$ cat config.mk
export PLATFORM = sky130hd
export DESIGN_NAME = cla_seq_subtractor
export DESIGN_NICKNAME = d
export VERILOG_FILES = /design/src/rtl/cla_pkg.sv /design/src/rtl/cla_slice.sv /design/src/rtl/cla_seq_subtractor.sv
export SDC_FILE = /design/constraint.sdc
export NUM_CORES = 1
export LEC_CHECK = 0
export CORE_UTILIZATION = 54
export DETAILED_ROUTE_END_ITERATION = 8
export PLACE_DENSITY = 0.88
export SYNTH_ARGS = -nofsm -noshare
export SYNTH_HDL_FRONTEND = slang
export SYNTH_SLANG_ARGS = --single-unit
$ cat constraint.sdc
create_clock -name clk -period 4.3 [get_ports clk]
set_clock_uncertainty 0.15 [all_clocks]
set_input_delay 0.86 -clock clk [delete_from_list [all_inputs] [get_ports clk]]
set_output_delay 0.86 -clock clk [all_outputs]
set_load 0.02 [all_outputs]
$ cat src/rtl/cla_pkg.sv
// Shared defaults, derived sizes and FSM encoding for the digit-serial CLA arithmetic blocks.
package cla_pkg;

    localparam int DEFAULT_WIDTH = 16;
    localparam int DEFAULT_SLICE = 4;

    // Slice counter needs at least one bit even when only one slice exists
    function automatic int cnt_width(input int n);
        return (n > 1) ? $clog2(n) : 1;
    endfunction

    localparam int NUM_SLICES = DEFAULT_WIDTH / DEFAULT_SLICE;
    localparam int CNT_W      = cnt_width(NUM_SLICES);

    typedef enum logic [1:0] {
        IDLE = 2'd0,
        BUSY = 2'd1,
        DONE = 2'd2
    } state_t;

endpackage

$ cat src/rtl/cla_slice.sv
// Purely combinational SLICE-bit carry look-ahead unit: sum = x + y + cin.
module cla_slice #(
    parameter int SLICE = 4
) (
    input  logic [SLICE-1:0] x,
    input  logic [SLICE-1:0] y,
    input  logic             cin,
    output logic [SLICE-1:0] sum,
    output logic             cout
);

    logic [SLICE-1:0] g;
    logic [SLICE-1:0] p;
    logic [SLICE:0]   carry;
    logic             acc;
    logic             pp;

    assign g = x & y;
    assign p = x ^ y;

    // Each carry is the flat sum-of-products g[i] | p[i]g[i-1] | ... | p[i..0]cin
    always_comb begin
        carry    = '0;
        acc      = 1'b0;
        pp       = 1'b0;
        carry[0] = cin;
        for (int i = 0; i < SLICE; i++) begin
            acc = g[i];
            pp  = p[i];
            for (int j = i - 1; j >= 0; j--) begin
                acc = acc | (pp & g[j]);
                pp  = pp & p[j];
            end
            carry[i+1] = acc | (pp & cin);
        end
    end

    assign sum  = p ^ carry[SLICE-1:0];
    assign cout = carry[SLICE];

endmodule

$ cat src/rtl/cla_seq_subtractor.sv
// Digit-serial subtractor: diff = a - b - bin, one CLA slice per clock, LSB slice first.
module cla_seq_subtractor
    import cla_pkg::*;
#(
    parameter int WIDTH = DEFAULT_WIDTH,
    parameter int SLICE = DEFAULT_SLICE
) (
    input  logic             clk,
    input  logic             rst_n,
    input  logic             in_valid,
    output logic             in_ready,
    input  logic [WIDTH-1:0] a,
    input  logic [WIDTH-1:0] b,
    input  logic             bin,
    output logic             out_valid,
    input  logic             out_ready,
    output logic [WIDTH-1:0] diff,
    output logic             bout,
    output logic             overflow
);

    localparam int            NSLICES = WIDTH / SLICE;
    localparam int            KW      = cnt_width(NSLICES);
    localparam logic [KW-1:0] LAST_K  = KW'(NSLICES - 1);

    state_t           state;
    logic [WIDTH-1:0] a_q;
    logic [WIDTH-1:0] nb_q;
    logic [WIDTH-1:0] diff_q;
    logic             carry_q;
    logic [KW-1:0]    k_q;
    logic             bout_q;
    logic             ovf_q;
    logic             in_ready_q;
    logic             out_valid_q;

    logic [SLICE-1:0] a_sl;
    logic [SLICE-1:0] b_sl;
    logic [SLICE-1:0] sl_sum;
    logic             sl_cout;

    always_comb begin
        a_sl = '0;
        b_sl = '0;
        for (int i = 0; i < NSLICES; i++) begin
            if (int'(k_q) == i) begin
                a_sl = a_q[i*SLICE +: SLICE];
                b_sl = nb_q[i*SLICE +: SLICE];
            end
        end
    end

    cla_slice #(
        .SLICE (SLICE)
    ) u_slice (
        .x    (a_sl),
        .y    (b_sl),
        .cin  (carry_q),
        .sum  (sl_sum),
        .cout (sl_cout)
    );

    // Subtraction is a + ~b + ~bin, so b and bin are stored inverted at acceptance
    always_ff @(posedge clk or negedge rst_n) begin
        if (!rst_n) begin
            state       <= IDLE;
            a_q         <= '0;
            nb_q        <= '0;
            diff_q      <= '0;
            carry_q     <= 1'b0;
            k_q         <= '0;
            bout_q      <= 1'b0;
            ovf_q       <= 1'b0;
            in_ready_q  <= 1'b1;
            out_valid_q <= 1'b0;
        end else begin
            case (state)
                IDLE: begin
                    if (in_valid && in_ready_q) begin
                        a_q        <= a;
                        nb_q       <= ~b;
                        carry_q    <= ~bin;
                        k_q        <= '0;
                        in_ready_q <= 1'b0;
                        state      <= BUSY;
                    end
                end
                BUSY: begin
                    for (int i = 0; i < NSLICES; i++) begin
                        if (int'(k_q) == i) begin
                            diff_q[i*SLICE +: SLICE] <= sl_sum;
                        end
                    end
                    carry_q <= sl_cout;
                    if (k_q == LAST_K) begin
                        // Operand signs differ exactly when a and ~b share their MSB
                        bout_q      <= ~sl_cout;
                        ovf_q       <= (a_q[WIDTH-1] == nb_q[WIDTH-1]) &&
                                       (sl_sum[SLICE-1] != a_q[WIDTH-1]);
                        out_valid_q <= 1'b1;
                        state       <= DONE;
                    end else begin
                        k_q <= k_q + KW'(1);
                    end
                end
                DONE: begin
                    if (out_ready) begin
                        out_valid_q <= 1'b0;
                        in_ready_q  <= 1'b1;
                        state       <= IDLE;
                    end
                end
                default: begin
                    out_valid_q <= 1'b0;
                    in_ready_q  <= 1'b1;
                    state       <= IDLE;
                end
            endcase
        end
    end

    assign in_ready  = in_ready_q;
    assign out_valid = out_valid_q;
    assign diff      = diff_q;
    assign bout      = bout_q;
    assign overflow  = ovf_q;

endmodule

# Word-level counts from Yosys, hierarchy flattened

Index checks and enable logic that the tools add are counted.

Bits in registers: 57
Input bits: 37
Output and inout bits: 20
Logic and storage cells: 99

$add $sub $neg: 1
Eq/ne operators: 12
Muxes and demuxes: 23
Bitwise operators: 34
Reduce and logical (&&, ||, !) cells: 16

Operators by type and width:

| cell                                                             | count |
|---|---|
| 4-bit 2-to-1 mux                                                 | 8 |
| 1-bit bitwise AND                                                | 16 |
| 16-bit NOT                                                       | 1 |
| 2-bit AND reduction                                              | 7 |
| 3-bit AND reduction                                              | 4 |
| 2-bit 2-to-1 mux                                                 | 5 |
| 1-bit bitwise OR                                                 | 10 |
| 2-bit == test (second input constant)                            | 4 |
| 2-bit inequality test (second input constant)                    | 4 |
| 4-bit bitwise XOR                                                | 2 |
| 1-bit one-hot mux with 3 select lines                            | 2 |
| 2-bit one-hot mux with 3 select lines                            | 1 |
| 1-bit 2-to-1 mux                                                 | 5 |
| 4-bit bitwise AND                                                | 1 |
| 2-bit by 1-bit == test with 1-bit output (second input constant) | 2 |
| 2-bit zero test                                                  | 2 |
| 1-bit NOT                                                        | 4 |
| 2-bit one-hot mux with 2 select lines                            | 1 |
| 2-bit by 1-bit adder with 2-bit output (second input constant)   | 1 |
| 1-bit logical AND                                                | 2 |
| 1-bit one-hot mux with 2 select lines                            | 1 |
| 2-bit nonzero test                                               | 1 |
| 1-bit == test                                                    | 1 |
| 1-bit inequality test                                            | 1 |

# Depth between registers and ports, before layout

Gate-level depths: netlist of run 1.

Depth after elaboration: 13
Depth in mapped cells: 12
Mapped depth without buffers: 11

# By module

From an unflattened synthesis of run 1, not the netlist that was laid out.

Cell total of the unflattened synthesis: 217
Area total of the unflattened synthesis: 2655.0 µm²

Modules (own cells, without submodules):

| module             | instances | cells each | area each (µm²) | seq. area each (µm²) |
|---|---|---|---|---|
| cla_seq_subtractor | 1         | 204        | 2522.4          | 1427.6 |
| cla_slice          | 1         | 13         | 132.6           | 0.0 |

# Worst setup path before layout of run 1

Ideal clock, no wire load.

Path kind: flip-flop to flip-flop
Start: register k_q[0]
End: register ovf_q (netlist: overflow)
Setup time: 0.087 ns
Arrival: 2.689 ns
Data required time: 4.063 ns
Slack: 1.374 ns
Cell stages (with the launch flop): 12
Buffers on the path: 2
Clock period less this slack: 2.926 ns
Cell sequence: dfrtp_1 -> inv_1 -> ha_1 -> clkbuf_1 -> clkbuf_1 -> a21oi_1 -> o21ai_0 -> ha_1 -> a21o_1 -> and4_4 -> or3_4 -> o211ai_1

Word-level cells in the longest chain between the ends: 13
Elaborated cells on any way between the ends: 27
Those cells by class: eq/ne (5); mux (8); bitwise (11); reduce/logical (3)

RTL lines:

| what                                                   | line                             | RTL |
|---|---|---|
| from (decl)                                            | cla_seq_subtractor.sv:31         | `logic [KW-1:0] k_q;` |
| from (signal assigned)                                 | cla_seq_subtractor.sv:103        | `k_q <= k_q + KW'(1);` |
| 2-bit zero test                                        | cla_seq_subtractor.sv:46         | `if (int'(k_q) == i) begin` |
| 4-bit 2-to-1 mux (4 in a row)                          | cla_seq_subtractor.sv:46         |  |
| 4-bit bitwise XOR or 4-bit bitwise AND (tied branches) | cla_slice.sv:19, cla_slice.sv:18 |  |
| 1-bit bitwise AND (on tied branches)                   | cla_slice.sv:31, cla_slice.sv:32 |  |
| 1-bit bitwise OR, or another cell as far along         | cla_slice.sv:31                  | `acc = acc \| (pp & g[j]);` |
| 1-bit bitwise OR or 1-bit bitwise AND (tied branches)  | cla_slice.sv:31, cla_slice.sv:34 |  |
| 1-bit bitwise OR                                       | cla_slice.sv:34                  | `carry[i+1] = acc \| (pp & cin);` |
| 4-bit bitwise XOR                                      | cla_slice.sv:38                  | `assign sum = p ^ carry[SLICE-1:0];` |
| 1-bit inequality test                                  | cla_seq_subtractor.sv:99         | `(sl_sum[SLICE-1] != a_q[WIDTH-1]);` |
| 1-bit logical AND                                      | cla_seq_subtractor.sv:98         | `ovf_q <= (a_q[WIDTH-1] == nb_q[WIDTH-1]) &&` |
| to (signal assigned)                                   | cla_seq_subtractor.sv:98         |  |
| to (decl)                                              | cla_seq_subtractor.sv:33         | `logic ovf_q;` |

Several ways; a longest one is shown, not always the timed one.
A chain may end at the register's enable or synchronous reset.

# Worst setup path in the final report of run 1

Start: register k_q[1]
End: register ovf_q (netlist: overflow)

The elaborated chain is that of the path after synthesis.

==> results of run 1 <==
## where the power goes
group          switching [W]  leakage (nW)  internal (W)
clock               0.000196        0.0980      0.000250
combinational       0.000645         0.750      0.000496
sequential          0.000165         0.726      0.000772
total                0.00101          1.57       0.00152
## final cells by class
| class | count | area (um2) |
|---|---|---|
| Fill cell | 333 | 1130 |
| Tap cell | 52 | 65.1 |
| Clock inverter | 3 | 15.0 |
| Clock buffer | 12 | 165 |
| Multi-Input combinational cell | 211 | 1110 |
| Timing Repair Buffer | 59 | 578 |
| Inverter | 3 | 11.3 |
| Sequential cell | 57 | 1430 |
## layout by cell type, fill, tap and decap left out, types with 2 or more instances in the layout
cell / n
clkinv_2: 3
nand2_1: 101
dfrtp_1: 56
mux2_2: 4
or3_1: 3
o21ai_0: 40
o21ai_1: 2
a211oi_1: 2
nor2_1: 5
a21oi_1: 20
ha_1: 8
buf_4: 3
clkdlybuf4s50_1: 55
a21o_1: 2
nand3b_1: 9
clkbuf_8: 12
inv_1: 3
## per-layer routing
| metal | vias to the layer above | global-route usage |
|---|---|---|
| li1 | 1065 | - |
| met1 | 1017 | 0.332 |
| met2 | 80 | 0.413 |
| met3 | 7 | 0.0633 |
| met4 | 0 | 0.0828 |
| met5 | - | 0 |
## kinds of logic after synthesis
logic type / after synthesis / share of synthesized area
flops: 57 / 0.548
compound gates: 70 / 0.143
buf+inv: 17 / 0.0269
simple gates: 126 / 0.212
mux: 4 / 0.0173
fa+ha+maj: 9 / 0.0461
xor+xnor: 2 / 0.00673
## worst min-delay path by stage
| stage | to | slack (ps) |
|---|---|---|
| after floorplan | a_q[12]$_DFFE_PN0P_ | 300 |
| after global placement | diff[3]$_DFFE_PN0P_ | 310 |
| after detailed placement | a_q[14]$_DFFE_PN0P_ | 320 |
| after CTS | diff[13]$_DFFE_PN0P_ | 330 |
| after global routing | diff[13]$_DFFE_PN0P_ | 360 |
| final | diff[13]$_DFFE_PN0P_ | 320 |
## per-stage QoR
stage          std cells  utilization
4_1_cts              397        0.749
6_report             397        0.749
3_3_place_gp         382        0.709
5_1_grt              397        0.749
3_5_place_dp         382        0.709
2_1_floorplan        285            -
## flip-flops by register name (all words and copies together) (netlist names)
signal,cells
diff,16
k_q,2
nb_q,16
state,2
carry_q,1
out_valid,1
in_ready,1
bout,1
a_q,16
overflow,1
## tightest hold or removal path, cell delays in order, from the launching register on
cell and delay (ps):
dfrtp_1 340, nand2_1 40, o21ai_0 60
==> run_results.csv, run 1 <==
group,metric,value,unit
status,outcome,"completed",
floorplanning,core-area,4500,um2
sta,timing.fmax,321,MHz
logic_synthesis,synth_commonest_cells,"nand2_1 (101), dfrtp_1 (56), o21ai_0 (40)",
routing,antenna_left,0,
logic_synthesis,synth_most_common_cell,"nand2_1",
logic_synthesis,ys_ff_latch,57,
logic_synthesis,yosys.area.top_type_share,0.538,
cts,clock_path_buffers,2,
placement,hpwl,3900,um
finish,drive_gt1_frac,0.0783,
global_routing,grt_util_all_layers,0.252,
logic_synthesis,synthCells,285,
logic_synthesis,synthesis.area,2600,um2
power_and_ir_drop,power.total,0.00252,W
finish,final_cell_area,3380,um2
routing,avgRoutedWirePerCell,14.1,um
min_path,hold_depth,2,
critical_path,crit_start,"k_q[1]$_DFFE_PN0P_",
routing,drt_pass1_iterations,4,
logic_synthesis,ys_async_sr_fraction,1.00,
routing,vias,2169,
critical_path,worstPathRequired,4400,ps
floorplanning,die-area,5110,um2
logic_synthesis,synth_area_leader_cell,"dfrtp_1",
sta,finalCritPeriodShare,0.725,
logic_synthesis,yosysSeqAreaShare,0.548,
cts,cts_tree,"built",
critical_path,worstSetupEndpoint,"overflow$_DFFE_PN0P_",
power_and_ir_drop,peakVddDrop,384,uV
floorplanning,die_h,71.5,um
sta,rsz0062_at_grt,"no",
critical_path,cp.arrival,3220,ps
global_routing,grt_max_degree,50,
critical_path,r2r-start,"k_q[1]$_DFFE_PN0P_",
routing,routed_wl,5610,um
min_path,hp-start,"diff[13]$_DFFE_PN0P_",
cts,postCtsSetupBuffers,0,
routing,drc,0,
routing,wl_met1,2560,um
critical_path,timing.rr.end,"overflow$_DFFE_PN0P_",
critical_path,r2r_slack,1180,ps
cts,clock_latency,330,ps
critical_path,crit_path_top_delay_cell,"or3_4",
global_routing,grt_pass1_vias,2221,
sta,tns,0,ps
logic_synthesis,synth_edf_count,0,
placement,pre_cts_ws,1230,ps
global_routing,grt.overflow.total,0,
critical_path,cpLargestDelayFamily,"compound AO/OA/AOI/OAI gates",
routing,wl_met3,274,um
logic_synthesis,ys_top_cells_by_area,"dfrtp_1 (54%), nand2_1 (15%), o21ai_0 (7.7%)",
routing,top_layer,"met4",
cts,post_cts_resized,0,
cts,cts-htree-levels,3,
sta,setup_violations,0,
critical_path,start_kind,"register",
critical_path,crit_fanout,17,
floorplanning,row_count,24,
finish,n_antenna_cell,0,
sta,hold_viol_final,0,
min_path,hp-class,"reg -> reg",
critical_path,crit_cells,11,
routing,dr_wl_met2,2700,um
critical_path,reg2reg_depth,11,
routing,drt_iter0_markers,176,
floorplanning,initial_core_util,0.578,
critical_path,cp_cell_sequence,"inv_1 -> ha_1 -> nand3b_1 -> a21oi_1 -> a21oi_1 -> o21ai_0 -> ha_1 -> a21o_1 -> and4_4 -> or3_4 -> o211ai_1",
floorplanning,io_pins,57,
logic_synthesis,ys_types,31,
critical_path,critPathMaxStageDelay,400,ps
placement,port_buffers,56,
sta,worst_slack,1180,ps
sta,max-slew-margin-rel,0.534,
cts,cts_sinks,57,
cts,cts_made_buffers,9,
critical_path,worst-path-buf-inv,1,
placement,dpl-instance-area,3200,um2
sta,holdWs,325,ps
floorplanning,die_w,71.5,um
sta,slew_viol_final,0,
critical_path,cp-end-kind,"register",
cts,hold_buffers,0,
logic_synthesis,yosysWarnings,0,
power_and_ir_drop,p_leak,1.57,nW
finish,syn2layout_area_growth,29.6,%
global_routing,grt_pass1_wl,9870,um
sta,worst-slew-pin-transition,699,ps
run,max_cap_viol_count,0,
power_and_ir_drop,powerDensity,747,nW/um2
global_routing,antenna_found_initial,0,
logic_synthesis,synthFlopType,"dfrtp_1",
logic_synthesis,synth_nets,331,
routing,routed_via_density,5.46,
finish,nets,387,
cts,cts.root.buffer_cell,"clkbuf_8",
logic_synthesis,syn_area_per_cell,9.14,um2
sta,finalCriticalPeriod,3120,ps
placement,gp_congestion,0.844,
cts,clkTransAtPathRegs,60,ps
critical_path,crit_type,"reg -> reg",
Power figures use the tool's default switching activity.
==> inputs of run 2 (changes only) <==
- CORE_UTILIZATION: 54 -> 45
- PLACE_DENSITY: 0.88 -> 0.79
- clock period: 4.3 -> 2.5 ns (I/O delays scaled with it)
==> run 2 against run 1 <==
Against the previous run:
- the run now ends with negative setup slack left
- non-clock buffer count rose by 25
- maximum frequency increased by 13%
- routed wire length increased by 7.6%
- sequential power rose by 72%
- worst hold slack lost 280 ps
- clock power is 61% higher
- sequential share of layout area fell by 3.7 points
- critical path depth is the same
- via count is 2.3% higher
==> run_results.csv, run 2 (same netlist as run 1, synthesis figures left out) <==
group,metric,value,unit
status,outcome,"complete, but fails checks",
status,violations,"negative setup slack",
placement,port_buffers,56,
cts,cts-htree-levels,3,
cts,clock_path_buffers,2,
cts,clkTransAtPathRegs,60,ps
global_routing,grt_pass1_vias,2168,
power_and_ir_drop,p_leak,1.71,nW
routing,avgRoutedWirePerCell,13.7,um
routing,antenna_left,0,
finish,n_antenna_cell,0,
sta,hold_viol_final,0,
routing,routed_wl,6040,um
global_routing,antenna_found_initial,0,
critical_path,start_kind,"register",
finish,mostFrequentLayoutCell,"nand2_1",
sta,setup_violations,19,
critical_path,crit_type,"reg -> reg",
cts,cts.root.buffer_cell,"clkbuf_8",
sta,finalCritPeriodShare,1.10,
sta,max-slew-margin-rel,0.558,
routing,routed_via_density,5.02,
sta,worst_slack,-256,ps
floorplanning,core-area,5540,um2
routing,drt_pass1_iterations,4,
finish,nets,412,
global_routing,grt_util_all_layers,0.217,
routing,vias,2218,
routing,drc,0,
finish,fillCellCount,457,
floorplanning,io_pins,57,
cts,cts_made_buffers,9,
finish,mostFrequentLayoutCells,"nand2_1 (98), dfrtp_1 (56), clkdlybuf4s50_1 (55)",
sta,slew_viol_final,0,
placement,hpwl,4110,um
finish,drive_gt1_frac,0.197,
floorplanning,row_count,27,
critical_path,crit_fanout,7,
cts,clock_latency,330,ps
floorplanning,die_w,78.1,um
finish,multi_input_area,1200,um2
cts,cts_tree,"built",
power_and_ir_drop,powerDensity,1400,nW/um2
critical_path,cp-end-kind,"register",
global_routing,grt.overflow.total,0,
critical_path,cp.arrival,2830,ps
sta,timing.fmax,363,MHz
floorplanning,initial_core_util,0.470,
finish,post-route-util,0.667,
floorplanning,die_h,78.1,um
sta,rsz0062_at_grt,"yes",
global_routing,grt_max_degree,50,
min_path,hp-class,"in -> async",
cts,cts_sinks,57,
placement,gp_congestion,0.851,
routing,drt_iter0_markers,96,
power_and_ir_drop,peakVddDrop,578,uV
floorplanning,die-area,6100,um2
finish,register_area,1430,um2
run,max_cap_viol_count,0,
global_routing,grt_pass1_wl,10100,um
finish,syn2layout_area_growth,41.9,%
critical_path,worstPathRequired,2580,ps
sta,finalCriticalPeriod,2760,ps
sta,worst-slew-pin-transition,663,ps
sta,tns,-3170,ps
## run 2: cell types whose count changed in the layout (fill, tap and decap cells not counted), sizes merged
cell / change
clkbuf: -1
buf: +25
clkinv: +1
## run 2: final timing paths
kind | from | endpoint | slack (ps) | cells past startpoint
min | rst_n | nb_q[6]$_DFFE_PN0P_ | 50 | 1
max in group asynchronous | rst_n | diff[4]$_DFFE_PN0P_ | 1570 | 2
min in group clk | a_q[7]$_DFFE_PN0P_ | a_q[7]$_DFFE_PN0P_ | 330 | 2
min reg2reg | a_q[7]$_DFFE_PN0P_ | a_q[7]$_DFFE_PN0P_ | 330 | 2
max reg2reg | k_q[0]$_DFFE_PN0P_ | carry_q$_DFFE_PN0P_ | -260 | 11
max | k_q[0]$_DFFE_PN0P_ | carry_q$_DFFE_PN0P_ | -260 | 11
## run 2: critical path, stage by stage, from the launching register on
cell and delay (ps):
dfrtp_1 400, buf_6 130, ha_4 170, nand3b_1 180, a21oi_2 150, a21oi_1 50, o21ai_1 210, ha_1 290
a21o_1 210, and4_4 180, or3_4 360, a21o_1 160
## run 2: final cells by class
| class | instances | share of cell area |
|---|---|---|
| Sequential cell | 57 | 0.386 |
| Multi-Input combinational cell | 211 | 0.326 |
| Clock inverter | 4 | 0.00541 |
| Clock buffer | 11 | 0.0382 |
| Tap cell | 72 | 0.0244 |
| Timing Repair Buffer | 84 | 0.217 |
| Inverter | 3 | 0.00305 |
## run 2: power breakdown
| part | switching (W) | leakage, nW | internal, W |
|---|---|---|---|
| combinational | 0.00136 | 0.893 | 0.00147 |
| sequential | 0.000280 | 0.726 | 0.00133 |
| clock | 0.000343 | 0.0887 | 0.000373 |
## run 2: metal layers
layer | track usage | share of wire | vias to the layer above
met2 | 0.339 | 0.49 | 61
met4 | 0.0981 | 0.017 | 0
met5 | 0 | 0 | -
met3 | 0.0616 | 0.045 | 11
li1 | - | - | 1117
met1 | 0.281 | 0.44 | 1029
## run 2: metrics by stage
| stage | instances | hold slack (ps) | worst slack, ps | total power [W] | area [um2] |
|---|---|---|---|---|---|
| floorplan | 285 | 54.4 | -171 | 0.00295 | 2660 |
| global placement | 419 | 311 | -178 | 0.00393 | 3390 |
| detailed placement | 419 | 318 | -267 | 0.00401 | 3390 |
| CTS | 442 | 52.5 | -172 | 0.00493 | 3630 |
| global route | 442 | 89.7 | -355 | 0.00552 | 3700 |
| finish | 442 | 47.2 | -256 | 0.00516 | 3700 |
## run 2: repair_timing
item,CTS,global route
hold buffers,0,0
setup buffers,8,1
endpoints found under the hold margin,0,0
setup endpoints to repair,11,19
gates resized for setup,15,18
pin swaps,17,20
==> inputs of run 3 (changes only) <==
- CTS_CLUSTER_DIAMETER: not set -> 150
==> results of run 3 <==
Same layout as run 2: the final DEF is identical, and so are final timing and power.
